$ cat src/rtl/card_cycle_ctrl.sv
`default_nettype none
// ============================================================================
//  Module      : card_cycle_ctrl
//  Description : Card-cycle sequencer for the punched-card reader feeding es24.
//                Optional total/clear cycle enabled by CARD_CYCLE_TOTAL_EN.
//  Revision    : 1.0  initial release
// ============================================================================
module card_cycle_ctrl #(
    parameter int ROW_CYCLES   = 128,
    parameter int PULSE_CYCLES = 64,
    parameter int GAP_CYCLES   = 256
) (
    input  logic        clk,
    input  logic        reset,
    input  logic        start,
    input  logic        stop,
    input  logic        hopper_empty,
    output logic        feed_req,
    input  logic        feed_ack,
    output logic [12:0] timing,
    output logic [3:0]  row,
    output logic        brush1_valid,
    output logic        brush2_valid,
    output logic        card_shift,
    output logic        busy,
    output logic        done,
    output logic        total_pulse
);

    localparam int c_CNT_MAX = (ROW_CYCLES > GAP_CYCLES) ? ROW_CYCLES : GAP_CYCLES;
    localparam int c_CW      = $clog2(c_CNT_MAX);

    localparam logic [c_CW-1:0] c_ROW_LAST  = c_CW'(ROW_CYCLES - 1);
    localparam logic [c_CW-1:0] c_GAP_LAST  = c_CW'(GAP_CYCLES - 1);
    localparam logic [c_CW:0]   c_PULSE     = (c_CW + 1)'(PULSE_CYCLES);
    localparam logic [3:0]      c_LAST_SLOT = 4'd11;

    localparam logic [2:0] c_ST_IDLE  = 3'd0;
    localparam logic [2:0] c_ST_FEED  = 3'd1;
    localparam logic [2:0] c_ST_ROWS  = 3'd2;
    localparam logic [2:0] c_ST_GAP   = 3'd3;
    localparam logic [2:0] c_ST_SHIFT = 3'd4;
`ifdef CARD_CYCLE_TOTAL_EN
    localparam logic [2:0] c_ST_TOTAL = 3'd5;
`endif

    logic [2:0]      r_state;
    logic [2:0]      w_state_nxt;
    logic [c_CW-1:0] r_cyc;
    logic [3:0]      r_slot;
    logic            r_feed_entry;
    logic            r_stop_latched;
    logic            r_b1;
    logic            r_b2;
    logic            r_done;
`ifdef CARD_CYCLE_TOTAL_EN
    logic            r_total_run;
`endif

    logic w_rows_active;
    logic w_slot_end;
    logic w_gap_end;
    logic w_in_pulse;
    logic w_can_feed;
    logic w_cards;
    logic w_feeding;
    logic w_load_b1;
    logic w_done_nxt;

`ifdef CARD_CYCLE_TOTAL_EN
    assign w_rows_active = (r_state == c_ST_ROWS) || (r_state == c_ST_TOTAL);
`else
    assign w_rows_active = (r_state == c_ST_ROWS);
`endif
    assign w_slot_end = (r_cyc == c_ROW_LAST);
    assign w_gap_end  = (r_cyc == c_GAP_LAST);
    assign w_in_pulse = ({1'b0, r_cyc} < c_PULSE);
    assign w_can_feed = !hopper_empty && !r_stop_latched;
    assign w_cards    = r_b1 || r_b2;

    always_ff @(posedge clk) begin
        if (reset) begin
            r_state <= c_ST_IDLE;
        end else begin
            r_state <= w_state_nxt;
        end
    end

    // The FEED entry cycle decides the branch; later FEED cycles are only the ack wait.
    always_comb begin
        w_state_nxt = r_state;
        w_load_b1   = 1'b0;
        w_done_nxt  = 1'b0;
        w_feeding   = 1'b0;
        case (r_state)
            c_ST_IDLE: begin
                if (start) w_state_nxt = c_ST_FEED;
            end
            c_ST_FEED: begin
                if (!r_feed_entry || w_can_feed) begin
                    w_feeding = 1'b1;
                    if (feed_ack) begin
                        w_load_b1   = 1'b1;
                        w_state_nxt = c_ST_ROWS;
                    end
                end else if (r_stop_latched && w_cards) begin
                    w_state_nxt = c_ST_IDLE;
                end else if (r_b2) begin
                    w_state_nxt = c_ST_ROWS;
                end else begin
`ifdef CARD_CYCLE_TOTAL_EN
                    w_state_nxt = c_ST_TOTAL;
`else
                    w_state_nxt = c_ST_IDLE;
                    w_done_nxt  = 1'b1;
`endif
                end
            end
            c_ST_ROWS: begin
                if (w_slot_end && (r_slot == c_LAST_SLOT)) w_state_nxt = c_ST_GAP;
            end
`ifdef CARD_CYCLE_TOTAL_EN
            c_ST_TOTAL: begin
                if (w_slot_end && (r_slot == c_LAST_SLOT)) w_state_nxt = c_ST_GAP;
            end
`endif
            c_ST_GAP: begin
                if (w_gap_end) begin
`ifdef CARD_CYCLE_TOTAL_EN
                    if (r_total_run) begin
                        w_state_nxt = c_ST_IDLE;
                        w_done_nxt  = 1'b1;
                    end else begin
                        w_state_nxt = c_ST_SHIFT;
                    end
`else
                    w_state_nxt = c_ST_SHIFT;
`endif
                end
            end
            c_ST_SHIFT: begin
                w_state_nxt = c_ST_FEED;
            end
            default: begin
                w_state_nxt = c_ST_IDLE;
            end
        endcase
    end

    always_ff @(posedge clk) begin
        if (reset) begin
            r_cyc          <= '0;
            r_slot         <= '0;
            r_feed_entry   <= 1'b0;
            r_stop_latched <= 1'b0;
            r_b1           <= 1'b0;
            r_b2           <= 1'b0;
            r_done         <= 1'b0;
`ifdef CARD_CYCLE_TOTAL_EN
            r_total_run    <= 1'b0;
`endif
        end else begin
            r_done       <= w_done_nxt;
            r_feed_entry <= (w_state_nxt == c_ST_FEED) && (r_state != c_ST_FEED);

            if ((r_state == c_ST_IDLE) && start) begin
                r_stop_latched <= 1'b0;
            end else if ((r_state != c_ST_IDLE) && stop) begin
                r_stop_latched <= 1'b1;
            end

            if (w_rows_active) begin
                if (w_slot_end) begin
                    r_cyc  <= '0;
                    r_slot <= (r_slot == c_LAST_SLOT) ? 4'd0 : r_slot + 4'd1;
                end else begin
                    r_cyc <= r_cyc + 1'b1;
                end
            end else if (r_state == c_ST_GAP) begin
                r_cyc  <= w_gap_end ? '0 : r_cyc + 1'b1;
                r_slot <= '0;
            end else begin
                r_cyc  <= '0;
                r_slot <= '0;
            end

            if (w_load_b1) begin
                r_b1 <= 1'b1;
            end else if (r_state == c_ST_SHIFT) begin
                r_b2 <= r_b1;
                r_b1 <= 1'b0;
            end

`ifdef CARD_CYCLE_TOTAL_EN
            // Remembers through GAP that this cycle carried no card, so GAP ends in IDLE.
            if (r_state == c_ST_TOTAL) begin
                r_total_run <= 1'b1;
            end else if (r_state != c_ST_GAP) begin
                r_total_run <= 1'b0;
            end
`endif
        end
    end

    always_comb begin
        timing       = '0;
        row          = '0;
        feed_req     = w_feeding;
        brush1_valid = r_b1;
        brush2_valid = r_b2;
        card_shift   = (r_state == c_ST_SHIFT);
        busy         = (r_state != c_ST_IDLE);
        done         = r_done;
        total_pulse  = 1'b0;
        if (w_rows_active) begin
            row = r_slot;
            if (w_in_pulse) begin
                if (r_slot < 4'd10) begin
                    timing[4'd9 - r_slot] = 1'b1;
                end else if (r_slot == 4'd10) begin
                    timing[11] = 1'b1;
                end else begin
                    timing[12] = 1'b1;
                end
            end
        end
`ifdef CARD_CYCLE_TOTAL_EN
        total_pulse = (r_state == c_ST_TOTAL) && (r_slot == c_LAST_SLOT) && w_in_pulse;
`endif
    end

endmodule
`default_nettype wire
$ cat config.mk
export PLATFORM = sky130hd
export DESIGN_NAME = card_cycle_ctrl
export DESIGN_NICKNAME = d
export VERILOG_FILES = /design/src/rtl/card_cycle_ctrl.sv
export SDC_FILE = /design/constraint.sdc
export NUM_CORES = 1
export LEC_CHECK = 0
export ABC_AREA = 1
export CORE_UTILIZATION = 45
export DETAILED_ROUTE_END_ITERATION = 10
export PLACE_DENSITY = 0.83
export SLEW_MARGIN = 20
export SYNTH_ARGS = -nofsm -noshare
export SYNTH_HDL_FRONTEND = slang
export SYNTH_SLANG_ARGS = --single-unit
export TNS_END_PERCENT = 30
$ cat constraint.sdc
create_clock -name clk -period 3.7 [get_ports clk]
set_input_delay 0.74 -clock clk [delete_from_list [all_inputs] [get_ports clk]]
set_output_delay 0.74 -clock clk [all_outputs]
set_load 0.1 [all_outputs]
# Word level (Yosys, flattened, before mapping)
# Index checks and enable logic that the tools add are counted.
# classes
n_addsub	3
order_cmp	4
n_mux	30
n_eq_ne	10
n_reduce_logical	19
n_bitwise	3
# ops
cell	n
2-to-1 mux 8 bit	4
2-to-1 mux 13 bit	2
2-to-1 mux 3 bit	5
case mux 3 bit (5 select lines)	1
2-to-1 mux 1 bit	11
2-to-1 mux 11 bit	1
adder 8 x 1 -> 8 bit, second input constant	1
== test 4 bit, second input constant	2
== test 8 x 7 -> 1 bit, second input constant	1
== test 8 bit, second input constant	1
less-than comparator 8 x 7 -> 1 bit, second input constant	1
2-to-1 mux 4 bit	2
logical AND 1 bit	7
== test 3 x 1 -> 1 bit, second input constant	2
== test 3 x 2 -> 1 bit, second input constant	2
2-to-1 mux 2 bit	3
less-than comparator 4 x 5 -> 1 bit, second input constant	1
adder 4 x 1 -> 4 bit, second input constant	1
demux 1 bit (select 4 bit)	1
>= comparator 4 x 1 -> 1 bit, second input constant	1
less-than comparator 4 bit, second input constant	1
OR reduction 2 bit	2
OR reduction 4 bit	1
subtractor 4 bit, first input constant	1
9 further kinds	14
# word_totals
out_inout_bits	24
reg_bits	20
input_bits	6
word_cells	77

# Longest topological paths before layout
# Gate-level depths: netlist of run 1.
# depth
depth_word	8
depth_mapped	9
mapped_depth_nobuf	9

# Least setup slack after synthesis of run 1
# Ideal clock, no wire load.
# synth_path
path_type	reg-to-output
startpoint	register r_slot[1]
endpoint	output port timing[12]
required_ps	2960
path_buffers	0
stages_incl_launch_ff	8
t_arrival_ps	2972
setup_slack_ps	-12
path_cell_list	dfxtp_1 > inv_1 > ha_1 > inv_1 > nand2_1 > nand2_1 > a31oi_1 > nor3_1
# synth_between
elab_chain_len	8
word_cells_on_any_way	12
cone_classes	1 x add/sub; 3 x order compare; 1 x eq/ne; 6 x mux; 1 x reduce/logical
# synth_rtl
item	line_no	source
start: declaration	50	logic [3:0] r_slot;
start signal: assignment	175	r_slot <= (r_slot == c_LAST_SLOT) ? 4'd0 : r_slot + 4'd1;
subtractor 4 bit	219	timing[4'd9 - r_slot] = 1'b1;
less-than comparator 4 x 5 -> 1 bit (implied by the code) / >= comparator 4 x 1 -> 1 bit (equally long branches)	219	
logical AND 1 bit (implied by the code)	219	
2-to-1 mux 1 bit (implied by the code)	219	
demux 1 bit (select 4 bit)	219	
2-to-1 mux 2 bit (*)	218	if (r_slot < 4'd10) begin
2-to-1 mux 13 bit (*)	217	if (w_in_pulse) begin
2-to-1 mux 13 bit (*)	215	if (w_rows_active) begin
end: declaration	20	output logic [12:0] timing,
# Mark *: on every way between the ends. The rest lies on a longest branch, timed or not.

# Worst setup path in the final report of run 1
# layout_path
startpoint	register r_slot[1]
endpoint	output port timing[9]
# layout_between
elab_chain_len	8
word_cells_on_any_way	10
cone_classes	1 x add/sub; 3 x order compare; 5 x mux; 1 x reduce/logical
# layout_rtl
item	line_no
subtractor 4 bit	219
less-than comparator 4 x 5 -> 1 bit (implied by the code) / >= comparator 4 x 1 -> 1 bit (equally long branches)	219
logical AND 1 bit (implied by the code)	219
2-to-1 mux 1 bit (implied by the code)	219
demux 1 bit (select 4 bit)	219
2-to-1 mux 11 bit (*)	218
2-to-1 mux 13 bit (*)	217
2-to-1 mux 13 bit (*)	215
# Marks and branches as above.

==> run_results.csv, run 1 <==
group,metric,value,unit
clock_tree,clk_path_buf_depth,2,
worst_hold_path,hp-class,"flop to flop",
critical_path,crit_slowest_cell,"dfxtp_1",
synthesis,syn-num-nets,199,
synthesis,synthTopCellsByArea,"dfxtp_1 (33%), nor2_1 (15%), nand2_1 (9.8%)",
synthesis,synth_top_cell_by_area,"dfxtp_1",
die,rows,18,
global_routing,grt_pass1_wl,3990,µm
synthesis,synth_area_per_cell,6.63,µm²
die,die_area,2940,µm²
die,io_pins,30,
global_routing,grt_max_degree,11,
synthesis,syn_area,1230,µm²
sta,slew_violations,0,
finish,drive_gt1_frac,0.167,
finish,nNetsFinal,231,
synthesis,ys.warnings.count,0,
critical_path,crit_path_end_kind,"output pin",
placed_design,io_buffers,28,
critical_path,arrival,2.01,ns
placed_design,place.gp.congestion,0.870,
routing,drt_wl_total,2420,µm
critical_path,crit_chain,"inv_1, ha_1, inv_1, nand2_1, nand2_1, inv_1, nor2_1, inv_1, nor2_1, buf_4",
power_and_ir_drop,vdd_drop_max,212,µV
clock_tree,cts.sinks,20,
routing,drt-wirelength-per-cell,9.88,µm
synthesis,synthCells,185,
global_routing,antenna_found_initial,0,
critical_path,critical_path.max_stage_delay,0.43,ns
placed_design,dpl_worst_slack,1.13,ns
power_and_ir_drop,powerDensity,267,nW/µm²
routing,postRouteAntennaNets,0,
synthesis,yosysTopAreaCellShare,0.327,
placed_design,place.detailed.hpwl,1950,µm
routing,highest_layer,"met4",
finish,areaGrowthSynthToFinish,23.5,%
sta,post-route-period-util,0.743,
run,cap_viol_max_count,0,
die,core-area,2520,µm²
placed_design,dp.cells,242,
routing,vias_per_cell,4.95,
clock_tree,cts_resized,0,
synthesis,synth-seq-area-share,0.327,
sta,finalHoldViolations,0,
power_and_ir_drop,p_leak,0.652,nW
synthesis,synth_top_cells_by_count,"nor2_1 (48), nand2_1 (32), inv_1 (25)",
sta,setup_ws,0.951,ns
clock_tree,h-tree-depth,1,
routing,met3_length,138,µm
finish,diodes,0,
clock_tree,cts_inserted_buffers,3,
routing,wl_met1,1180,µm
synthesis,synth_seq_cells,20,
routing,vias,1213,
sta,totalNegativeSetupSlack,0,ns
synthesis,synth_ff_type,"dfxtp_1",
finish,fin_cells,245,
critical_path,cp_max_fo,6,
critical_path,required,2.96,ns
sta,tightest_slew,0.970,ns
clock_tree,clk_pin_slew_worst_paths,0.10,ns
sta,rsz0062_at_grt,"no",
routing,drt_iter0_markers,23,
sta,relSlewSlack,0.351,
sta,fin_skew,0.00429,ns
clock_tree,clock_latency,0.30,ns
die,start_util,0.486,
sta,max_clock_freq,0.364,GHz
global_routing,grt_pass1_vias,1007,
critical_path,critPathKind,"flop to output pin",
outcome,status,"finished clean",
clock_tree,cts_tree,"built",
die,die_h,54.2,µm
synthesis,async_flop_share,0,
global_routing,grt-ovfl-total,0,
sta,period_needed,2.75,ns
synthesis,yosysUniqueCellTypes,23,
finish,fin_util,0.600,
critical_path,worstSetupStartpointType,"flop",
sta,setup_viol,0,
finish,fill_cells,254,
routing,first_pass_iters,4,
synthesis,synth.most_common_cell,"nor2_1",
clock_tree,cts_root_buf,"clkbuf_4",
global_routing,track_usage,0.185,
clock_tree,post-cts-setup-buffers,0,
routing,wl_met2,1080,µm
critical_path,path_common_cell,"inv_1",
die,die-width,54.2,µm
routing,drc,0,
clock_tree,holdBufCountCts,0,
synthesis,synth_edf_count,0,
==> per-stage QoR <==
stage,hold WS [ns],total power [mW],instance area (µm²)
global placement,0.429,0.307,1490
finish,0.450,0.404,1510
CTS,0.455,0.407,1510
global route,0.473,0.423,1510
floorplan,0.418,0.289,1230
detailed placement,0.439,0.308,1490
==> logic make-up (layout without fill, tap and decap cells) <==
| logic type | after synthesis | after routing | share of synthesized area |
|---|---|---|---|
| flops | 20 | 20 | 0.327 |
| other cells | 1 | 1 | 0.00306 |
| compound gates | 19 | 19 | 0.0857 |
| xor+xnor | 5 | 5 | 0.0357 |
| simple gates | 104 | 104 | 0.379 |
| buf+inv | 28 | 58 | 0.0888 |
| fa+ha+maj | 8 | 8 | 0.0816 |
==> state kept, by name, summed over array words and instances (netlist names) <==
name            flops
r_cyc               8
r_slot              4
r_state             3
brush1_valid        1
brush2_valid        1
done                1
r_feed_entry        1
r_stop_latched      1
==> where the power goes <==
part           switching [mW]  internal, mW  total [mW]  leakage (nW)
sequential            0.00474         0.220       0.225         0.162
combinational          0.0588        0.0194      0.0782         0.476
clock                  0.0632        0.0380       0.101        0.0138
==> worst paths after layout <==
path	from	endpoint	slack [ns]	depth (start not counted)
setup / recovery	r_slot[1]	timing[9]	0.95	10
hold / removal	r_cyc[0]	r_cyc[0]	0.45	1
setup reg to reg	r_cyc[0]	r_state[0]	2.33	8
hold reg to reg	r_cyc[0]	r_cyc[0]	0.45	1
==> metal layers <==
layer	vias to the layer above	track usage
li1	639	-
met1	532	0.242
met2	40	0.307
met3	2	0.0254
met4	0	0.0641
met5	-	0
==> cells in the final DEF, fill, tap and decap left out, types with 7 or more instances in the layout <==
cell type        instances
nand3_1                  9
nor2_1                  48
inv_1                   25
ha_1                     8
o21ai_0                  7
a21oi_1                  8
clkdlybuf4s50_1          8
buf_4                   20
dfxtp_1                 20
nand2_1                 32
==> critical path: cells and delay by family (launching register included) <==
family	cells	cell delay, ns
flops	1	0.43
simple gates	4	0.39
buf+inv	5	0.64
fa+ha+maj	1	0.24
==> layout make-up <==
type | instances | area [µm²] | share of cell area
sequential | 20 | 400 | 0.264
tap | 30 | 37.5 | 0.0248
timing repair buffer | 28 | 230 | 0.152
multi-input combinational | 137 | 722 | 0.477
inverter | 27 | 101 | 0.0669
clock buffer | 3 | 22.5 | 0.0149
(Power assumes the default switching activity.)
==> run 2: changes to the inputs <==
- clock period: 3.7 -> 2.66 ns (I/O delays scaled with it)
==> run 2 against run 1 <==
Global-route usage grew 1.2 points. Critical path depth is the same. Utilization grew 7.9 points. Sequential share of layout area shrank 3.0 points. Flip-flop and latch count is the same. Sequential power grew 39%. Critical path type unchanged. Via count grew 2.3%. Non-clock buffer count is the same. Combinational power grew 50%. Clock power grew 70%.
==> run_results.csv, run 2 (synthesis results as in run 1) <==
group,metric,value,unit
clock_tree,cts_root_buf,"clkbuf_4",
critical_path,r2r_cells,7,
worst_hold_path,min_to,"r_cyc[0]",
critical_path,path_common_cell,"inv_1",
global_routing,grt_pass1_vias,1039,
routing,drt_iter0_markers,32,
outcome,status,"finished clean",
die,core-area,2520,µm²
worst_hold_path,min_from,"r_cyc[0]",
finish,areaGrowthSynthToFinish,39.8,%
worst_hold_path,hp-class,"flop to flop",
clock_tree,clk_pin_slew_worst_paths,0.11,ns
clock_tree,h-tree-depth,1,
routing,drc,0,
sta,rsz0062_at_grt,"no",
die,die_area,2940,µm²
finish,regMostFlops,"r_cyc",
placed_design,placed_area,1680,µm²
finish,largest_reg_flops,8,
critical_path,worstSetupStartpointType,"flop",
finish,final_cell_area,1710,µm²
finish,final_cell_mix,"nor2_1 (48), nand2_1 (32), inv_1 (25)",
clock_tree,cts_tree,"built",
critical_path,path_buf_inv,5,
finish,fill_cells,217,
clock_tree,clock_latency,0.30,ns
finish,fin_util,0.680,
critical_path,crit_path_end_kind,"output pin",
sta,finalHoldViolations,0,
power_and_ir_drop,p_leak,0.707,nW
die,die_h,54.2,µm
routing,drt_wl_total,2590,µm
critical_path,arrival,1.98,ns
critical_path,critical_path.max_stage_delay,0.43,ns
finish,diodes,0,
placed_design,place.detailed.hpwl,2070,µm
global_routing,track_usage,0.197,
critical_path,cp_max_fo,5,
finish,largestRegisters,"r_cyc x8, r_slot x4, r_state x3",
global_routing,grt_pass1_wl,4210,µm
clock_tree,post-cts-setup-buffers,0,
critical_path,crit_slowest_cell,"dfxtp_1",
sta,max_clock_freq,0.399,GHz
placed_design,dpl_worst_slack,0.463,ns
placed_design,dp.cells,242,
sta,setup_viol,0,
routing,drt-wirelength-per-cell,10.5,µm
routing,vias_per_cell,5.04,
finish,fin_cells,246,
finish,nNetsFinal,231,
sta,setup_ws,0.151,ns
run,cap_viol_max_count,0,
critical_path,required,2.13,ns
critical_path,path_delay_family,"buffers and inverters",
placed_design,io_buffers,28,
finish,final_common_cell,"nor2_1",
sta,post-route-period-util,0.943,
power_and_ir_drop,vdd_drop_max,327,µV
routing,postRouteAntennaNets,0,
die,start_util,0.486,
worst_hold_path,worstHoldPathCells,1,
die,rows,18,
critical_path,crit_chain,"inv_1, ha_1, inv_1, nand2_1, nand2_1, inv_1, nor2_1, inv_1, nor2_1, buf_12",
die,io_pins,30,
sta,slew_violations,0,
critical_path,reg2reg_to,"r_slot[0]",
power_and_ir_drop,powerDensity,351,nW/µm²
clock_tree,cts.sinks,20,
routing,first_pass_iters,4,
global_routing,grt_max_degree,12,
global_routing,antenna_found_initial,0,
placed_design,place.gp.congestion,0.816,
clock_tree,cts_inserted_buffers,3,
sta,period_needed,2.51,ns
routing,vias,1241,
die,die-width,54.2,µm
critical_path,rrSetupSlack,1.22,ns
global_routing,grt-ovfl-total,0,
sta,totalNegativeSetupSlack,0,ns
sta,fin_skew,0.000914,ns
critical_path,r2r_start,"r_cyc[0]",
critical_path,critPathKind,"flop to output pin",
finish,drive_gt1_frac,0.194,
clock_tree,clk_path_buf_depth,2,
==> run 2: cell count changes in the layout (fill, tap and decap cells not counted) <==
cell	previous run	this run
buf_12	0	15
buf_4	20	8
clkdlybuf4s50_1	8	5
clkbuf_8	0	1
dfxtp_1	20	19
dfxtp_2	0	1
nor3_1	2	1
nor3_2	1	2
==> run 2: per-stage QoR <==
step,hold slack [ns],total power [mW]
after floorplan,0.418,0.403
after global placement,0.428,0.434
after detailed placement,0.435,0.435
after CTS,0.452,0.607
after global routing,0.492,0.627
final,0.448,0.601
==> run 2: worst max path at each step <==
| stage | start | to | slack, ns | cells past startpoint |
|---|---|---|---|---|
| after CTS | r_slot[1] | timing[9] | 0.12 | 10 |
| after floorplan | r_slot[1] | timing[0] | -0.31 | 4 |
| after detailed placement | r_slot[1] | timing[9] | 0.46 | 10 |
| after global routing | r_slot[2] | timing[10] | 0.005 | 10 |
| after global placement | r_slot[1] | timing[1] | 0.53 | 5 |
| final | r_slot[2] | timing[8] | 0.15 | 10 |
==> run 2: final cells by class <==
cell class	count	area, µm²	area share
clock buffer	4	36.3	0.0212
inverter	27	101	0.0591
multi-input combinational	137	727	0.424
sequential	20	402	0.234
tap	30	37.5	0.0219
timing repair buffer	28	410	0.239
==> run 2: where the power goes <==
group	switching [mW]	internal, mW	leakage [nW]
registers	0.00654	0.306	0.162
logic	0.0836	0.0331	0.524
clock network	0.0888	0.0835	0.0210
total	0.179	0.422	0.707
==> run 2: what timing repair did <==
| item | CTS | global route |
|---|---|---|
| hold buffers | 0 | 0 |
| gates resized for setup | 0 | 1 |
| endpoints found under the hold margin | 0 | 0 |
| endpoints found under the setup margin | 0 | 3 |
==> run 2: per-layer routing <==
metal  GRT usage  routed length, µm  part of all wire  vias up
met5           0                  0                 0        -
met4      0.0513                 36             0.014        0
met2       0.348               1240              0.48       48
met3      0.0395                159             0.061        6
li1            -                  -                 -      650
met1       0.239               1160              0.45      537
==> run 3: changes to the inputs <==
- ABC_CLOCK_PERIOD_IN_PS: not set -> 2900
- CORE_MARGIN: not set -> 2
- clock period: 2.66 -> 2.9 ns (I/O delays scaled with it)
==> run 3 against run 2 <==
Sequential share of layout area increased by 1.0 points. Combinational power shrank 9%. Flip-flop and latch count stayed put. Global-route usage down 2.5 points. Largest cell class unchanged.
==> run_results.csv, run 3 (synthesis results as in run 1) <==
group,metric,value,unit
outcome,status,"finished clean",
finish,largest_reg_flops,8,
global_routing,grt_max_degree,12,
die,io_pins,30,
global_routing,grt_pass1_vias,1099,
sta,slew_violations,0,
die,start_util,0.486,
routing,postRouteAntennaNets,0,
power_and_ir_drop,p_leak,0.691,nW
finish,fill_cells,238,
die,die_h,56.2,µm
sta,setup_viol,0,
global_routing,antenna_found_initial,0,
worst_hold_path,worstHoldPathCells,1,
clock_tree,holdBufCountCts,0,
clock_tree,cts_tree,"built",
clock_tree,cts_resized,0,
placed_design,place.gp.congestion,0.833,
critical_path,worstSetupStartpointType,"flop",
clock_tree,post-cts-setup-buffers,0,
clock_tree,h-tree-depth,1,
sta,post-route-period-util,0.902,
sta,fin_skew,0.00454,ns
power_and_ir_drop,p_clk_frac,0.290,
clock_tree,clk_pin_slew_worst_paths,0.11,ns
critical_path,required,2.32,ns
clock_tree,cts_inserted_buffers,3,
clock_tree,cts.sinks,20,
power_and_ir_drop,p_comb_frac,0.192,
routing,drt_wl_total,2560,µm
finish,final_cell_mix,"nor2_1 (48), nand2_1 (32), inv_1 (25)",
placed_design,place.detailed.hpwl,2180,µm
power_and_ir_drop,vdd_drop_max,344,µV
routing,first_pass_iters,4,
placed_design,io_buffers,28,
clock_tree,clk_path_buf_depth,2,
finish,areaGrowthSynthToFinish,33.6,%
finish,nNetsFinal,231,
run,cap_viol_max_count,0,
finish,fin_cells,246,
die,die_area,3160,µm²
global_routing,grt_pass1_wl,4440,µm
sta,setup_ws,0.283,ns
die,die-width,56.2,µm
routing,drc,0,
finish,drive_gt1_frac,0.190,
power_and_ir_drop,switchingPower,0.165,mW
power_and_ir_drop,p_seq_frac,0.518,
power_and_ir_drop,switching_share,0.299,
sta,period_needed,2.62,ns
sta,rsz0062_at_grt,"no",
placed_design,dpl_worst_slack,0.636,ns
die,core-area,2520,µm²
sta,timing.hold.ws,0.450,ns
finish,regMostFlops,"r_cyc",
placed_design,dp.cells,242,
power_and_ir_drop,p_int,0.388,mW
finish,diodes,0,
critical_path,cp_max_fo,6,
routing,vias_per_cell,5.03,
worst_hold_path,hp-class,"flop to flop",
finish,final_cell_area,1640,µm²
finish,largestRegisters,"r_cyc x8, r_slot x4, r_state x3",
sta,max_clock_freq,0.382,GHz
global_routing,grt-ovfl-total,0,
placed_design,placed_area,1600,µm²
critical_path,crit_path_end_kind,"output pin",
die,rows,18,
clock_tree,cts_root_buf,"clkbuf_4",
critical_path,arrival,2.04,ns
power_and_ir_drop,powerDensity,338,nW/µm²
routing,drt_iter0_markers,23,
global_routing,track_usage,0.171,
routing,vias,1238,
routing,drt-wirelength-per-cell,10.4,µm
critical_path,critPathKind,"flop to output pin",
clock_tree,clock_latency,0.30,ns
finish,final_common_cell,"nor2_1",
critical_path,r2r_cells,7,
sta,finalHoldViolations,0,
[run 3: per-stage QoR]
stage	TNS (ns)	utilization	power [mW]
after floorplan	-0.611	-	0.370
after global placement	0	0.635	0.398
after detailed placement	0	0.635	0.399
after CTS	0	0.649	0.557
after global routing	0	0.649	0.577
final	0	0.649	0.553
[run 3: cell type report]
cell class	count	area [µm²]	area share
clock buffers	4	36.3	0.0222
flip-flops and latches	20	400	0.244
well taps	30	37.5	0.0229
multi-input cells	137	727	0.444
inverters	27	101	0.0619
repair buffers	28	335	0.205
[run 3: worst paths after layout]
kind	endpoint	from	slack, ns
max	timing[11]	r_slot[1]	0.28
min	r_cyc[0]	r_cyc[0]	0.45
max reg2reg	r_slot[0]	r_cyc[0]	1.48
min reg2reg	r_cyc[0]	r_cyc[0]	0.45
[run 3: routing by layer]
layer | global-route usage | routed length [µm]
met5 | 0 | 0
met4 | 0.0510 | 38
met3 | 0.0302 | 145
met2 | 0.304 | 1240
met1 | 0.209 | 1140
[run 3: power groups by stage]
stage	registers (mW)	logic [mW]	clock network (mW)
after floorplan	0.299	0.0708	0
after global placement	0.293	0.106	0
after detailed placement	0.293	0.107	0
after CTS	0.286	0.107	0.163
after global routing	0.287	0.114	0.175
final	0.286	0.106	0.160
[run 3: critical path: stages (launching register included)]
cell     delay (ns)
dfxtp_1        0.43
inv_1          0.16
ha_1           0.24
inv_1          0.06
nand2_1        0.04
nand2_1        0.10
inv_1          0.06
nor2_1         0.14
a21oi_1        0.08
nor2_1         0.21
buf_12         0.21
